File: src/rtl/decoder_nx2n_seq_if.sv
// decoder_nx2n_seq_if: decode/sweep request and result bundle for decoder_nx2n_seq.
//   master: drives EN, IN, SWEEP_START; observes OUT, BUSY, DONE
//   slave : the decoder itself
// Signals:
//   EN          decode enable
//   IN          N-bit select index
//   SWEEP_START request a one-pass sweep over the outputs
//   OUT         registered one-hot (or all-zero) output, 2^N wide
//   BUSY        high while a sweep is driving OUT
//   DONE        one-cycle sweep-completion pulse
interface decoder_nx2n_seq_if #(
  parameter int N = 2
);
  localparam int OUT_W = 1 << N;

  logic             EN;
  logic [N-1:0]     IN;
  logic             SWEEP_START;
  logic [OUT_W-1:0] OUT;
  logic             BUSY;
  logic             DONE;

  modport master (
    output EN, IN, SWEEP_START,
    input  OUT, BUSY, DONE
  );

  modport slave (
    input  EN, IN, SWEEP_START,
    output OUT, BUSY, DONE
  );
endinterface

File: src/rtl/decoder_nx2n_seq.sv
// decoder_nx2n_seq: registered N-to-2^N one-hot decoder with a one-pass sweep
// mode that asserts each output index 0..SWEEP_LAST in turn (used to clear the
// register file after reset).
// Ports:
//   CLK  rising-edge clock
//   RST  asynchronous active-high reset (OUT/BUSY/DONE cleared immediately)
//   bus  decoder_nx2n_seq_if.slave: EN, IN, SWEEP_START in; OUT, BUSY, DONE out
// Parameters:
//   N          select width, OUT is 2^N wide
//   SWEEP_LAST highest index driven during a sweep (0..2^N-1)
// Build option:
//   DECODER_HOLD_EN  when defined, IDLE with EN=0 holds OUT instead of clearing
module decoder_nx2n_seq #(
  parameter int N          = 2,
  parameter int SWEEP_LAST = (1 << N) - 1
) (
  input logic               CLK,
  input logic               RST,
  decoder_nx2n_seq_if.slave bus
);
  localparam int           OUT_W    = 1 << N;
  localparam logic [N-1:0] LAST_IDX = N'(SWEEP_LAST);

  typedef enum logic [1:0] {
    IDLE,
    SWEEP,
    FIN
  } state_t;

  state_t           state_q, state_d;
  logic [N-1:0]     cnt_q, cnt_d;
  logic [OUT_W-1:0] out_q, out_d;
  logic             busy_q, busy_d;
  logic             done_q, done_d;
  logic [N-1:0]     shown_idx;
  logic             last_shown;

  function automatic logic [OUT_W-1:0] onehot(input logic [N-1:0] idx);
    logic [OUT_W-1:0] v;
    v      = '0;
    v[idx] = 1'b1;
    return v;
  endfunction

  // CNT runs one ahead of the index currently on OUT, so the sweep ends once
  // the index already displayed is SWEEP_LAST; the FIN entry edge then loads
  // OUT=0 with DONE=1. With SWEEP_LAST=2^N-1 CNT wraps to 0 here, which
  // still yields the right displayed index.
  assign shown_idx  = cnt_q - N'(1);
  assign last_shown = (shown_idx == LAST_IDX);

  always_ff @(posedge CLK or posedge RST) begin
    if (RST) begin
      state_q <= IDLE;
      cnt_q   <= '0;
      out_q   <= '0;
      busy_q  <= 1'b0;
      done_q  <= 1'b0;
    end else begin
      state_q <= state_d;
      cnt_q   <= cnt_d;
      out_q   <= out_d;
      busy_q  <= busy_d;
      done_q  <= done_d;
    end
  end

  always_comb begin
    state_d = state_q;
    case (state_q)
      IDLE:    if (bus.SWEEP_START) state_d = SWEEP;
      SWEEP:   if (last_shown) state_d = FIN;
      FIN:     state_d = IDLE;
      default: state_d = IDLE;
    endcase
  end

  always_comb begin
    cnt_d  = cnt_q;
    out_d  = '0;
    busy_d = 1'b0;
    done_d = 1'b0;
    case (state_q)
      IDLE: begin
        if (bus.SWEEP_START) begin
          out_d  = onehot('0);
          cnt_d  = N'(1);
          busy_d = 1'b1;
        end else if (bus.EN) begin
          out_d = onehot(bus.IN);
        end else begin
`ifdef DECODER_HOLD_EN
          out_d = out_q;
`else
          out_d = '0;
`endif
        end
      end
      SWEEP: begin
        if (last_shown) begin
          done_d = 1'b1;
        end else begin
          out_d  = onehot(cnt_q);
          cnt_d  = cnt_q + N'(1);
          busy_d = 1'b1;
        end
      end
      FIN: begin
        cnt_d = '0;
      end
      default: begin
        cnt_d = '0;
      end
    endcase
  end

  assign bus.OUT  = out_q;
  assign bus.BUSY = busy_q;
  assign bus.DONE = done_q;
endmodule

File: src/flat_wrapper.sv
// flat-port wrapper written by rule: the top's interface ports become plain ports
module decoder_nx2n_seq_flat 
#(
  parameter int N          = 2,
  parameter int SWEEP_LAST = (1 << N) - 1
)
  (CLK, RST, bus_EN, bus_IN, bus_SWEEP_START, bus_OUT, bus_BUSY, bus_DONE);
  decoder_nx2n_seq_if #(.N(N)) bus_i ();
  input logic CLK;
  input logic RST;
  input wire logic [$bits(bus_i.EN)-1:0] bus_EN;
  input wire logic [$bits(bus_i.IN)-1:0] bus_IN;
  input wire logic [$bits(bus_i.SWEEP_START)-1:0] bus_SWEEP_START;
  output wire logic [$bits(bus_i.OUT)-1:0] bus_OUT;
  output wire logic [$bits(bus_i.BUSY)-1:0] bus_BUSY;
  output wire logic [$bits(bus_i.DONE)-1:0] bus_DONE;
  assign bus_i.EN = bus_EN;
  assign bus_i.IN = bus_IN;
  assign bus_i.SWEEP_START = bus_SWEEP_START;
  assign bus_OUT = bus_i.OUT;
  assign bus_BUSY = bus_i.BUSY;
  assign bus_DONE = bus_i.DONE;
  decoder_nx2n_seq #(.N(N), .SWEEP_LAST(SWEEP_LAST)) u_core (.CLK(CLK), .RST(RST), .bus(bus_i));
endmodule
File: config.mk
export PLATFORM = sky130hd
export DESIGN_NAME = decoder_nx2n_seq_flat
export DESIGN_NICKNAME = d
export VERILOG_FILES = /design/src/rtl/decoder_nx2n_seq_if.sv /design/src/rtl/decoder_nx2n_seq.sv /design/src/flat_wrapper.sv
export SDC_FILE = /design/constraint.sdc
export NUM_CORES = 1
export LEC_CHECK = 0
export ABC_AREA = 1
export BUFFER_PORTS_ARGS = -buffer_cell sky130_fd_sc_hd__buf_4
export CAP_MARGIN = 0
export CELL_PAD_IN_SITES_DETAIL_PLACEMENT = 0
export CELL_PAD_IN_SITES_GLOBAL_PLACEMENT = 1
export CORE_MARGIN = 4
export CORE_UTILIZATION = 32
export DETAILED_ROUTE_END_ITERATION = 12
export PLACE_DENSITY_LB_ADDON = 0.3
export SYNTH_ARGS = -nofsm -noshare
export SYNTH_HDL_FRONTEND = slang
export SYNTH_SLANG_ARGS = --single-unit
File: constraint.sdc
create_clock -name CLK -period 1.1 [get_ports CLK]
set_input_delay 0.055 -clock CLK [delete_from_list [all_inputs] [get_ports CLK]]
set_output_delay 0.055 -clock CLK [all_outputs]
set_load 0.05 [all_outputs]
* Word-level counts from Yosys, hierarchy flattened
Cells that the tools add are included.
Cells by class: equality and inequality tests 5, $lt $le $gt $ge 4, add/subtract/negate cells 2, multiplexer cells 18, reductions and logical operators 5
Operator list (count):
- two-way mux 4 bit | 3
- case mux 2 bit (2 select lines) | 2
- case mux 4 bit (2 select lines) | 1
- less-than comparator 2 x 3 -> 1 bit, second input constant | 2
- two-way mux 1 bit | 6
- two-way mux 2 bit | 3
- demux 1 bit (select 2 bit) | 2
- greater-or-equal comparator 2 x 1 -> 1 bit, second input constant | 2
- != test 2 bit, second input constant | 2
- AND reduction 2 bit | 2
- adder 2 x 1 -> 2 bit, second input constant | 1
- == test 2 x 1 -> 1 bit, second input constant | 1
- == test 2 bit, second input constant | 1
- logical AND 1 bit | 2
- logical NOT 2 bit | 1
- != test 2 x 1 -> 1 bit, second input constant | 1
- case mux 1 bit (2 select lines) | 1
- subtractor 2 x 1 -> 2 bit, second input constant | 1
Word-level totals: input port bits 6, register bits after elaboration 10, output and inout port bits 6

* Logic depth before layout (Yosys ltp)
word-level depth 7, depth in mapped cells 6, mapped depth without buffers 6

* Worst setup path before layout
Ideal clock, no wire load.
path kind reg-to-reg, start register u_core.cnt_q[0], end register u_core.cnt_q[0], setup slack -3 ps, period minus slack after synthesis 1103 ps, arrival time 986 ps, stages on the path, launching flop included 7, buffers on the path 0, cell sequence dfrtp_1 > inv_1 > ha_1 > nand3_1 > nand2_2 > nand2_1 > nand2_1
Between the ends: longest elaborated chain between the ends 4
RTL lines:
- start: declaration | line decoder_nx2n_seq.sv:31 | logic [N-1:0] cnt_q, cnt_d;
- start signal: assignment | line decoder_nx2n_seq.sv:61 | cnt_q <= cnt_d;
- subtractor 2 x 1 -> 2 bit | line decoder_nx2n_seq.sv:49 | assign shown_idx = cnt_q - N'(1);
- == test 2 bit | line decoder_nx2n_seq.sv:50 | assign last_shown = (shown_idx == LAST_IDX);
- != test 2 bit (no line)
- AND reduction 2 bit (no line)
Several ways; a longest one is shown, not always the timed one. The select of a mux whose other input is x is not followed. A chain may end at the register's enable or synchronous reset.

* Final worst setup path
Same ends and word-level chain as after synthesis.

==> summary.md <==
| Metric | Value |
|---|---|
| Setup violations, final | 0 |
| Root Buffer | clkbuf_4 |
| Slew margin rel. | 0.752 |
| Clock power share | 0.161 |
| DRC violations left | 0 |
| Grt total ovfl | 0 |
| Hold Violations, Final | 0 |
| CP endpoint kind | flop |
| FF/Latch Area | 250 um2 |
| Register area share after synthesis | 0.514 |
| FMAX | 0.978 GHz |
| Status | finished, final reports clean |
| First-pass GRT wire length | about 1.5 mm |
| Pwr per Cell Area | 2920 nW/um2 |
| Final setup TNS | 0 ns |
| Max VDD drop | 1340 uV |
| RSZ-0062 raised after global routing | false |
| Switching power | 0.908 mW |
| Clk_lat worst skew | around 0.26 ns |
| Final worst path period share | 0.929 |
| Crit path max-delay family | flip-flops |
| Antenna viol nets, final | 0 |
| Die area | 2210 um2 |
| Placed Cells | 85 |
| Routed len/inst | between 9 and 10 um |
| Core Region | approximately 1400 um2 |
| GRT Total Usage | 0.104 |
| Number of global-route vias before repair | 385 |
| PortBufs | 11 |
| Min-delay src | bus_SWEEP_START |
| Area Growth Syn to Fin | 41.1% |
| CP max stage cell | dfrtp_1 |
| P_int | 1.09 mW |
| Most frequent cells in the layout | 16 x nand2_1, 14 x buf_4, 10 x dfrtp_1 |
| DIE WIDTH | 47 um |
| Drt first-iter violations | 7 |
| Net Sw Frac | 0.453 |
| Ant. Diodes | 0 |
| Number of max-cap violations | 0 |
| Antenna violations before repair | 0 |
| Cell Count, Final, Fillers Out | 90 |
| Final WL | roughly 900 um |
| Filler cell count | 134 |
| H-tree Lvls | 1 |
| Commonest non-fill, non-tap cell in the layout | nand2_1 |
| Syn avg cell area | 8.69 um2 |
| Via/cell ratio | 4.39 |
| Largest net degree at the start of global routing | 11 |
| Post-Route Utilization | 0.503 |
| Post-CTS Setup Inserts | 0 |
| Starting density of the core | 0.356 |
| Die height | between 40 and 50 um |
| Total CTS buffers | 3 |
| Mapped Area | 487 um2 |
| Max-slew violations | 0 |
| CP peak stage delay | 0.39 ns |
| Clk pin slew, worst setup/hold paths | 0.07 ns |
| Warnings from Yosys | 0 |
| Start of the worst register-to-register path | u_core.cnt_q[0]$_DFFE_PP0P_ |
| FF+latch count, synth | 10 |
| Std-Cell Rows | 13 |
| Gpl congestion | 0.752 |
| Worst path cell trace | inv_2, ha_4, nand3_2, nand3_1, nand2_1 |
| Vias post-DR | 395 |
| Minimum clock period after layout | 1.02 ns |
| Max clock buf depth | 2 |
| Combinational power share | 0.538 |
| Flop pwr share | 0.301 |
| CTS Sinks | 10 |
| Syn_nets | 67 |
| Hold Crit Class | input pin to flop |
| Synth Instances | 56 |
| Startpoint Class | flop |
| # nets final | 87 |
| Layout cells sized above 1 | 0.347 |
| Area of the multi-input gates | ~230 um2 |
| Largest fanout on the critical path | 4 |
| Worst Path Required | 1.26 ns |
| Setup CP Type | flop to flop |
| Distinct cells, synth | 11 |
| IO Pins | 12 |
| Worst Path Arrival | 1.18 ns |
| Pleak | approximately 0.38 nW |
| Worst slew pin tran | roughly 0.37 ns |
| Worst Clk Skew | 0.00760 ns |
| Critical path startpoint | u_core.cnt_q[0]$_DFFE_PP0P_ |
| CTS tree | built |
| Bufs and invs on worst path | 1 |
| Post-detail-place hpwl | around 720 um |
| Total power | approximately 2.0 mW |
| Drt pass-1 iters | 3 |
## flip-flops by register name, summed over array words and instances (netlist names)
signal,cells
u_core.bus.OUT,4
u_core.cnt_q,2
u_core.state_q,2
u_core.bus.BUSY,1
u_core.bus.DONE,1
## worst paths after layout
check                                               to  slack (ns)  cells after the start
hold reg to reg            u_core.cnt_q[0]$_DFFE_PP0P_        0.59                      3
setup / recovery           u_core.cnt_q[0]$_DFFE_PP0P_        0.08                      5
setup reg to reg           u_core.cnt_q[0]$_DFFE_PP0P_        0.08                      5
hold / removal               u_core.bus.BUSY$_DFF_PP0_        0.03                      3
max in group asynchronous  u_core.bus.OUT[0]$_DFF_PP0_        0.51                      3
min in group asynchronous    u_core.bus.BUSY$_DFF_PP0_        0.32                      3
## power groups by stage
stage               registers [mW]  logic [mW]  clock network, mW
global placement             0.599        1.02                  0
global route                 0.615        1.21              0.363
floorplan                    0.911       0.392                  0
detailed placement           0.604        1.02                  0
finish                       0.603        1.08              0.323
CTS                          0.598        1.03              0.334
## cells in the mapped netlist (all sizes together)
master | n | share of area
inv | 9 | 0.069
dfrtp | 10 | 0.51
ha | 5 | 0.13
o21ai | 5 | 0.051
nand2 | 18 | 0.15
a21oi | 1 | 0.010
nor2 | 4 | 0.036
nand3 | 4 | 0.041
## cells by family (layout without fill, tap and decap cells)
group | Yosys count | in the layout | synth area share
AND/OR/NAND/NOR | 26 | 26 | 0.226
buffers and inverters | 9 | 28 | 0.0694
adder cells (fa/ha/maj) | 5 | 5 | 0.129
flip-flops | 10 | 10 | 0.514
AO/OA/AOI/OAI | 6 | 6 | 0.0617
## layout make-up
cell class | count | area share
Sequential cell | 10 | 0.364
Inverter | 9 | 0.0492
Tap cell | 15 | 0.0273
Multi-Input combinational cell | 37 | 0.339
Clock buffer | 4 | 0.0528
Timing Repair Buffer | 15 | 0.168
## layer usage
metal / vias up / GRT usage / share of wire
met1: 171 / 0.109 / 0.44
met5: - / 0 / 0
met4: 0 / 0.0663 / 0.011
met2: 12 / 0.160 / 0.46
met3: 2 / 0.0575 / 0.088
li1: 210 / - / -
## worst reg2reg max path: cells and delay by family, from the launching register on
kind                     cells  cell delay (ns)
flip-flops                   1             0.39
AND/OR/NAND/NOR              3             0.27
adder cells (fa/ha/maj)      1             0.16
buffers and inverters        1             0.11
## what timing repair did
item | CTS | global route
pin swaps | 0 | 1
gates resized for setup | 1 | 4
hold endpoints to repair | 10 | 0
setup endpoints to repair | 1 | 2
hold buffers | 1 | 0
## per-stage QoR
step                hold slack [ns]  area, um2  worst slack [ns]
CTS                          0.0267        664            0.0200
finish                       0.0269        687            0.0780
global route                 0.0250        687           0.00967
global placement             0.0565        616            0.0505
detailed placement           0.0600        616            0.0133
floorplan                    -0.105        492            0.0373
Power figures use the tool's default switching activity.
